[src/rtl/crc_encoder.sv]
// CRC-16 codeword generator: accepts a 16-bit word, shifts its CRC out bit-serially
// (MSB first), then holds {data, crc} ^ mask until the downstream handshake completes.
module crc_encoder #(
  parameter logic [15:0] POLY = 16'h1021,
  parameter logic [15:0] INIT = 16'h0000
) (
  input  logic        clk,
  input  logic        rst,
  input  logic        dInValid,
  input  logic [15:0] dIn,
  input  logic [31:0] errMask,
  output logic        dInReady,
  output logic        cwValid,
  input  logic        cwReady,
  output logic [31:0] cw,
  output logic        busy
);

  typedef enum logic [1:0] {
    IDLE  = 2'd0,
    SHIFT = 2'd1,
    HOLD  = 2'd2
  } state_t;

  state_t      state_q, state_d;
  logic [15:0] data_q;
  logic [15:0] sh_q;
  logic [15:0] crc_q;
  logic [3:0]  cnt_q;
  logic [31:0] mask_q;
  logic [31:0] cw_q;

  logic        fb;
  logic [15:0] crc_next;

  assign fb       = crc_q[15] ^ sh_q[15];
  assign crc_next = {crc_q[14:0], 1'b0} ^ (fb ? POLY : '0);

  always_ff @(posedge clk or negedge rst) begin
    if (!rst) state_q <= IDLE;
    else      state_q <= state_d;
  end

  always_comb begin
    state_d = state_q;
    unique case (state_q)
      IDLE:    if (dInValid) state_d = SHIFT;
      SHIFT:   if (cnt_q == 4'd15) state_d = HOLD;
      HOLD:    if (cwReady) state_d = IDLE;
      default: state_d = IDLE;
    endcase
  end

  always_ff @(posedge clk or negedge rst) begin
    if (!rst) begin
      data_q <= '0;
      sh_q   <= '0;
      crc_q  <= '0;
      cnt_q  <= '0;
      mask_q <= '0;
      cw_q   <= '0;
    end else begin
      unique case (state_q)
        IDLE: begin
          if (dInValid) begin
            data_q <= dIn;
            sh_q   <= dIn;
            mask_q <= errMask;
            crc_q  <= INIT;
            cnt_q  <= '0;
          end
        end
        SHIFT: begin
          crc_q <= crc_next;
          sh_q  <= {sh_q[14:0], 1'b0};
          cnt_q <= cnt_q + 4'd1;
          // Codeword captured from the post-16th-shift remainder, not the stale register.
          if (cnt_q == 4'd15) cw_q <= {data_q, crc_next} ^ mask_q;
        end
        default: ;
      endcase
    end
  end

  assign dInReady = (state_q == IDLE);
  assign busy     = (state_q != IDLE);
  assign cwValid  = (state_q == HOLD);
  assign cw       = cw_q;

endmodule

[config.mk]
export PLATFORM = sky130hd
export DESIGN_NAME = crc_encoder
export DESIGN_NICKNAME = d
export VERILOG_FILES = /design/src/rtl/crc_encoder.sv
export SDC_FILE = /design/constraint.sdc
export NUM_CORES = 1
export LEC_CHECK = 0
export ABC_AREA = 1
export CAP_MARGIN = 20
export CELL_PAD_IN_SITES_DETAIL_PLACEMENT = 1
export CELL_PAD_IN_SITES_GLOBAL_PLACEMENT = 2
export CORE_ASPECT_RATIO = 1.4
export CORE_MARGIN = 2
export CORE_UTILIZATION = 35
export DETAILED_ROUTE_END_ITERATION = 8
export MAX_ROUTING_LAYER = met4
export PLACE_DENSITY = 0.93
export RECOVER_POWER = 25
export SLEW_MARGIN = 20
export SYNTH_ARGS = -nofsm -noshare
export SYNTH_HDL_FRONTEND = slang
export SYNTH_SLANG_ARGS = --single-unit
[constraint.sdc]
create_clock -name clk -period 2.1 [get_ports clk]
set_clock_uncertainty 0.15 [all_clocks]
set_input_delay 0.315 -clock clk [delete_from_list [all_inputs] [get_ports clk]]
set_output_delay 0.315 -clock clk [all_outputs]
set_load 0.02 [all_outputs]
## Word level (Yosys, flattened, before mapping)

Index checks and enable logic that the tools add are counted.

- Register bits: 118
- Latch bits: 0
- Memory bits (writable): 0
- Memory bits (read-only): 0
- Input port bits: 52
- Output and inout port bits: 35
- Word-level logic and storage cells: 35
- Memories kept: 0

- $add $sub $neg: 1
- Multiply operators: 0
- Div/mod/pow operators: 0
- Magnitude comparators: 0
- Equality and inequality tests: 6
- Shift operators: 0
- Multiplexer cells: 11
- Bitwise operators: 3
- Reductions and logical operators: 7

Operators by type and width:

| kind | count |
|---|---|
| $pmux W16 S2 | 2 |
| $mux W16 | 2 |
| $xor A32 B32 Y32 | 1 |
| $xor A16 B13 Y16 | 1 |
| $mux W13 | 1 |
| $pmux W4 S2 | 1 |
| $mux W2 | 3 |
| $pmux W2 S3 | 1 |
| $reduce_and A2 Y1 | 3 |
| $add A4 B1 Y4 const B | 1 |
| $eq A4 B4 Y1 const B | 1 |
| $mux W4 | 1 |
| $ne A2 B2 Y1 const B | 2 |
| $reduce_bool A2 Y1 | 2 |
| $reduce_and A3 Y1 | 1 |
| $eq A2 B1 Y1 const B | 1 |
| $eq A2 B2 Y1 const B | 1 |
| $logic_not A2 Y1 | 1 |
| $ne A2 B1 Y1 const B | 1 |
| $xor A1 B1 Y1 | 1 |

## Longest topological paths before layout

- Depth in word-level cells: 4
- Mapped depth: 7
- Gate-level depth less buffers: 7

## Least setup slack after synthesis

No wires, ideal clock.

- Kind: register to register
- From: register state_q[0]
- To: register sh_q[10]
- Library setup time: 0.124 ns
- Data arrival time: 1.161 ns
- Data required time: 1.826 ns
- Setup slack: 0.665 ns
- Cell stages (with the launch flop): 8
- Path buffers: 1
- Clock period less this slack: 1.435 ns
- Path through: dfrtp_1 nor2_4 nand2_4 nand2_4 inv_4 buf_6 nand2_1 nand3_1

- Longest elaborated chain between the ends: 3
- Elaborated cells between the ends (all ways): 6
- Those cells by class: eq/ne (2); mux (1); reduce/logical (3)

Ends and longest elaborated chain:

| what | line | source |
|---|---|---|
| from (decl) | 25 | `state_t state_q, state_d;` |
| from (signal assigned) | 41 | `else state_q <= state_d;` |
| $logic_not A2 Y1 * | n/a |  |
| via dInReady | 12 | `output logic dInReady,` |
| $ne A2 B2 Y1 (no source line) or $reduce_bool A2 Y1 (tied branches) | n/a |  |
| $reduce_and A2 Y1 (no source line) | n/a |  |
| to (signal assigned) | 67 | `sh_q <= dIn;` |
| to (signal assigned) | 75 | `sh_q <= {sh_q[14:0], 1'b0};` |
| to (decl) | 27 | `logic [15:0] sh_q;` |

Mark *: on every way through the listed nets, which the timed path passes. The rest lies on a longest branch.
A chain may end at the register's enable or synchronous reset.

## Worst setup path after layout

- From: register state_q[0]
- To: output busy

- Longest elaborated chain between the ends: 1

Ends and longest elaborated chain:

| what | line | source |
|---|---|---|
| $reduce_bool A2 Y1 | 86 | `assign busy = (state_q != IDLE);` |
| to (decl) | 16 | `output logic busy` |

No other way between the ends.

==> flow_metrics.tcl <==
set metrics [dict create \
    antenna_found_initial 0 \
    synthDistinctLibCells 24 \
    crit_chain "nor2_4 > inv_1 > dlygate4sd2_1" \
    num_io_pins 87 \
    drive_above_1_share_pct 13.3 \
    grt_pass1_wl_um 20300 \
    yosys_warnings 0 \
    avgSynthCellArea_um2 9.85 \
    seq_area_um2 2950 \
    slew_headroom_pct 43.2 \
    busiest_layer "met2" \
    end_kind "output pin" \
    syn_nets 553 \
    ys_seq_area_share_pct 59.9 \
    hold_ws_ns 0.297 \
    crit_slowest_cell "dfrtp_1" \
    dp_hpwl_um 8220 \
    cp-start-kind "flip-flop" \
    fmax_ghz 0.516 \
    via_per_inst 4.67 \
    async_flop_share_pct 100 \
    place_congestion 0.744 \
    rsz0062_at_grt "no" \
    crit_type "reg2out" \
    final-hold-violation-count 0 \
    maxCapViolations 0 \
    cp_top_family "flip-flops" \
    synth_edf_count 0 \
    multi_input_area_um2 1690 \
    start_util_pct 35.6 \
    synth.area.top_cells "dfrtp_1 (60%), nand2_1 (16%), o21ai_2 (5.2%), xnor2_1 (5.2%), nand3_1 (2.4%)" \
    p_total_w 0.0111 \
    cp_data_required_time_ns 1.63 \
    first_pass_iters 6 \
    ctsLongestPathBuffers 2 \
    gr-total-overflow 0 \
    clock_latency_ns 0.41 \
    synth_area_leader_cell "dfrtp_1" \
    min_path_cells 3 \
    clk_pin_slew_worst_paths_ns 0.05 \
    tns_ns 0 \
    r2r_end "cw[24]$_DFFE_PN0P_" \
    wl_um 12300 \
    cts_root_buffer "clkbuf_16" \
    use_met3_pct 4.33 \
    grt_max_degree 59 \
    htree_levels 4 \
    clock_sinks 118 \
    setup_ws_ns 0.164 \
    yosysMostFrequentCell "nand2_1" \
    synth_top_cell_area_share_pct 59.9 \
    yosys-top-cells-count "nand2_1 (216), dfrtp_1 (118), o21ai_2 (29), xnor2_1 (29), nand3_1 (24)" \
    vias 3701 \
    die_area_um2 15100 \
    ir_worst_vdd_v 0.000771 \
    antenna_cells 0 \
    post-route-min-period_ns 1.94 \
    setup_viol 0 \
    ff2ff_setup_slack_ns 0.30 \
    syn_to_final_growth_pct 35.1 \
    coreArea_um2 13800 \
    slew_viol_final 0 \
    drc 0 \
    postSynthCellCount 500 \
    hold_start "errMask[29]" \
    cts_made_buffers 17 \
    critPathArrivalTime_ns 1.47 \
    nets 649 \
    io_buffers 86 \
    hold_end "mask_q[29]$_DFFE_PN0P_" \
    tightest_slew_ns 0.851 \
    rows 51 \
    detail_route.wl_per_cell_um 15.5 \
    synth-seq-cells 118 \
    gr-usage-met2_pct 33.0 \
    outcome "complete, no violations" \
    finalCritPeriodShare_pct 92.2 \
    crit_fanout 4 \
    rr_startpoint "cnt_q[0]$_DFFE_PN0P_" \
    post-place-ws_ns 0.324 \
    crit_buf_inv 2 \
    fp.dieH_um 144 \
    drtAntennaViolNets 0 \
    grt_use_total_pct 18.1 \
    tritoncts "done" \
    synth_ff_type "dfrtp_1" \
    syn_area_um2 4930 \
    rr_worst_depth 7 \
    hold_class "in2reg" \
    p_per_area_nw_per_um2 1670 \
    leakagePower_nw 3.18 \
    grt_pass1_vias 4094 \
    cpPeakStageDelay_ns 0.46 \
    fill_cells 1560 \
    drtIter0Drc 165 \
    globalRouteMet1Util_pct 18.9 \
    die_x_um 104 \
]
[metrics by stage]
stage / cells / utilization [%] / area [um2]
5_1_grt: 793 / 48.0 / 6650
6_report: 793 / 48.0 / 6650
2_1_floorplan: 500 / - / 4930
3_5_place_dp: 761 / 43.1 / 5960
4_1_cts: 793 / 48.2 / 6670
3_3_place_gp: 761 / 43.1 / 5960
[power breakdown]
part	internal (W)	total, W	switching (W)
logic	0.00163	0.00370	0.00207
registers	0.00330	0.00401	0.000710
clock network	0.00241	0.00340	0.000995
total	0.00733	0.0111	0.00377
[worst register-to-register path, cell delays in order, from the launching register on]
cell and delay, ns:
dfrtp_1 0.41, ha_1 0.25, nand3_1 0.15, nor2_4 0.07, inv_4 0.26, buf_12 0.26
nand2_1 0.10, o21ai_2 0.06
[per-layer routing]
layer	wire length (um)	vias to the layer above
met5	0	-
li1	-	1768
met4	229	0
met2	6870	66
met1	4830	1851
met3	392	16
[kinds of logic (layout without fill, tap and decap cells)]
| group | Yosys count | in the layout | synth area share [%] |
|---|---|---|---|
| xor gates and xnor gates | 30 | 30 | 5.33 |
| DFF | 118 | 118 | 59.9 |
| adders and majority gates | 1 | 1 | 0.254 |
| AOI/OAI and AO/OA | 56 | 56 | 8.48 |
| buffers and inverters | 47 | 155 | 5.66 |
| and+or+nand+nor | 248 | 248 | 20.3 |
[how the worst max path moves through the flow]
stage / startpoint / end / slack (ns) / cells past startpoint
global route: state_q[0]$_DFFE_PN0P_ / busy / 0.11 / 3
floorplan: state_q[0]$_DFFE_PN0P_ / sh_q[10]$_DFFE_PN0P_ / 0.66 / 7
finish: state_q[0]$_DFFE_PN0P_ / busy / 0.16 / 3
detailed placement: dInValid / sh_q[3]$_DFFE_PN0P_ / 0.32 / 6
CTS: state_q[0]$_DFFE_PN0P_ / busy / 0.14 / 3
global placement: dInValid / sh_q[3]$_DFFE_PN0P_ / 0.36 / 6
[cell type report]
type | instances | area share, %
Sequential cell | 118 | 44.4
Multi-Input combinational cell | 335 | 25.5
Timing Repair Buffer | 98 | 14.6
Clock buffer | 23 | 7.64
Tap cell | 185 | 3.48
Clock inverter | 8 | 2.86
Inverter | 26 | 1.62
[registers in the layout, summed over array words and instances, names as in the netlist]
| signal | count |
|---|---|
| cnt_q | 4 |
| data_q | 16 |
| mask_q | 32 |
| crc_q | 16 |
| state_q | 2 |
| sh_q | 16 |
| cw | 32 |
[repair_timing]
item	CTS	global route
hold endpoints to repair	30	0
buffers inserted	0	0
hold buffers	1	0
setup endpoints to repair	3	0
resized for setup	3	0
[placed cells by master (no fill, tap or decap), types with 2 or more instances in the layout]
master,instances
nand2_1,216
dfrtp_1,118
clkdlybuf4s50_1,82
xnor2_1,29
o21ai_2,29
nand3_1,24
inv_1,22
clkbuf_16,17
o22ai_1,16
o21ai_0,6
bufinv_16,6
clkbuf_8,6
buf_4,6
nand2_4,3
clkbuf_2,3
dlygate4sd2_1,3
nor2_4,2
nor2_1,2
inv_4,2
a21oi_1,2
clkinv_2,2
buf_12,2
Power figures use the tool's default switching activity.
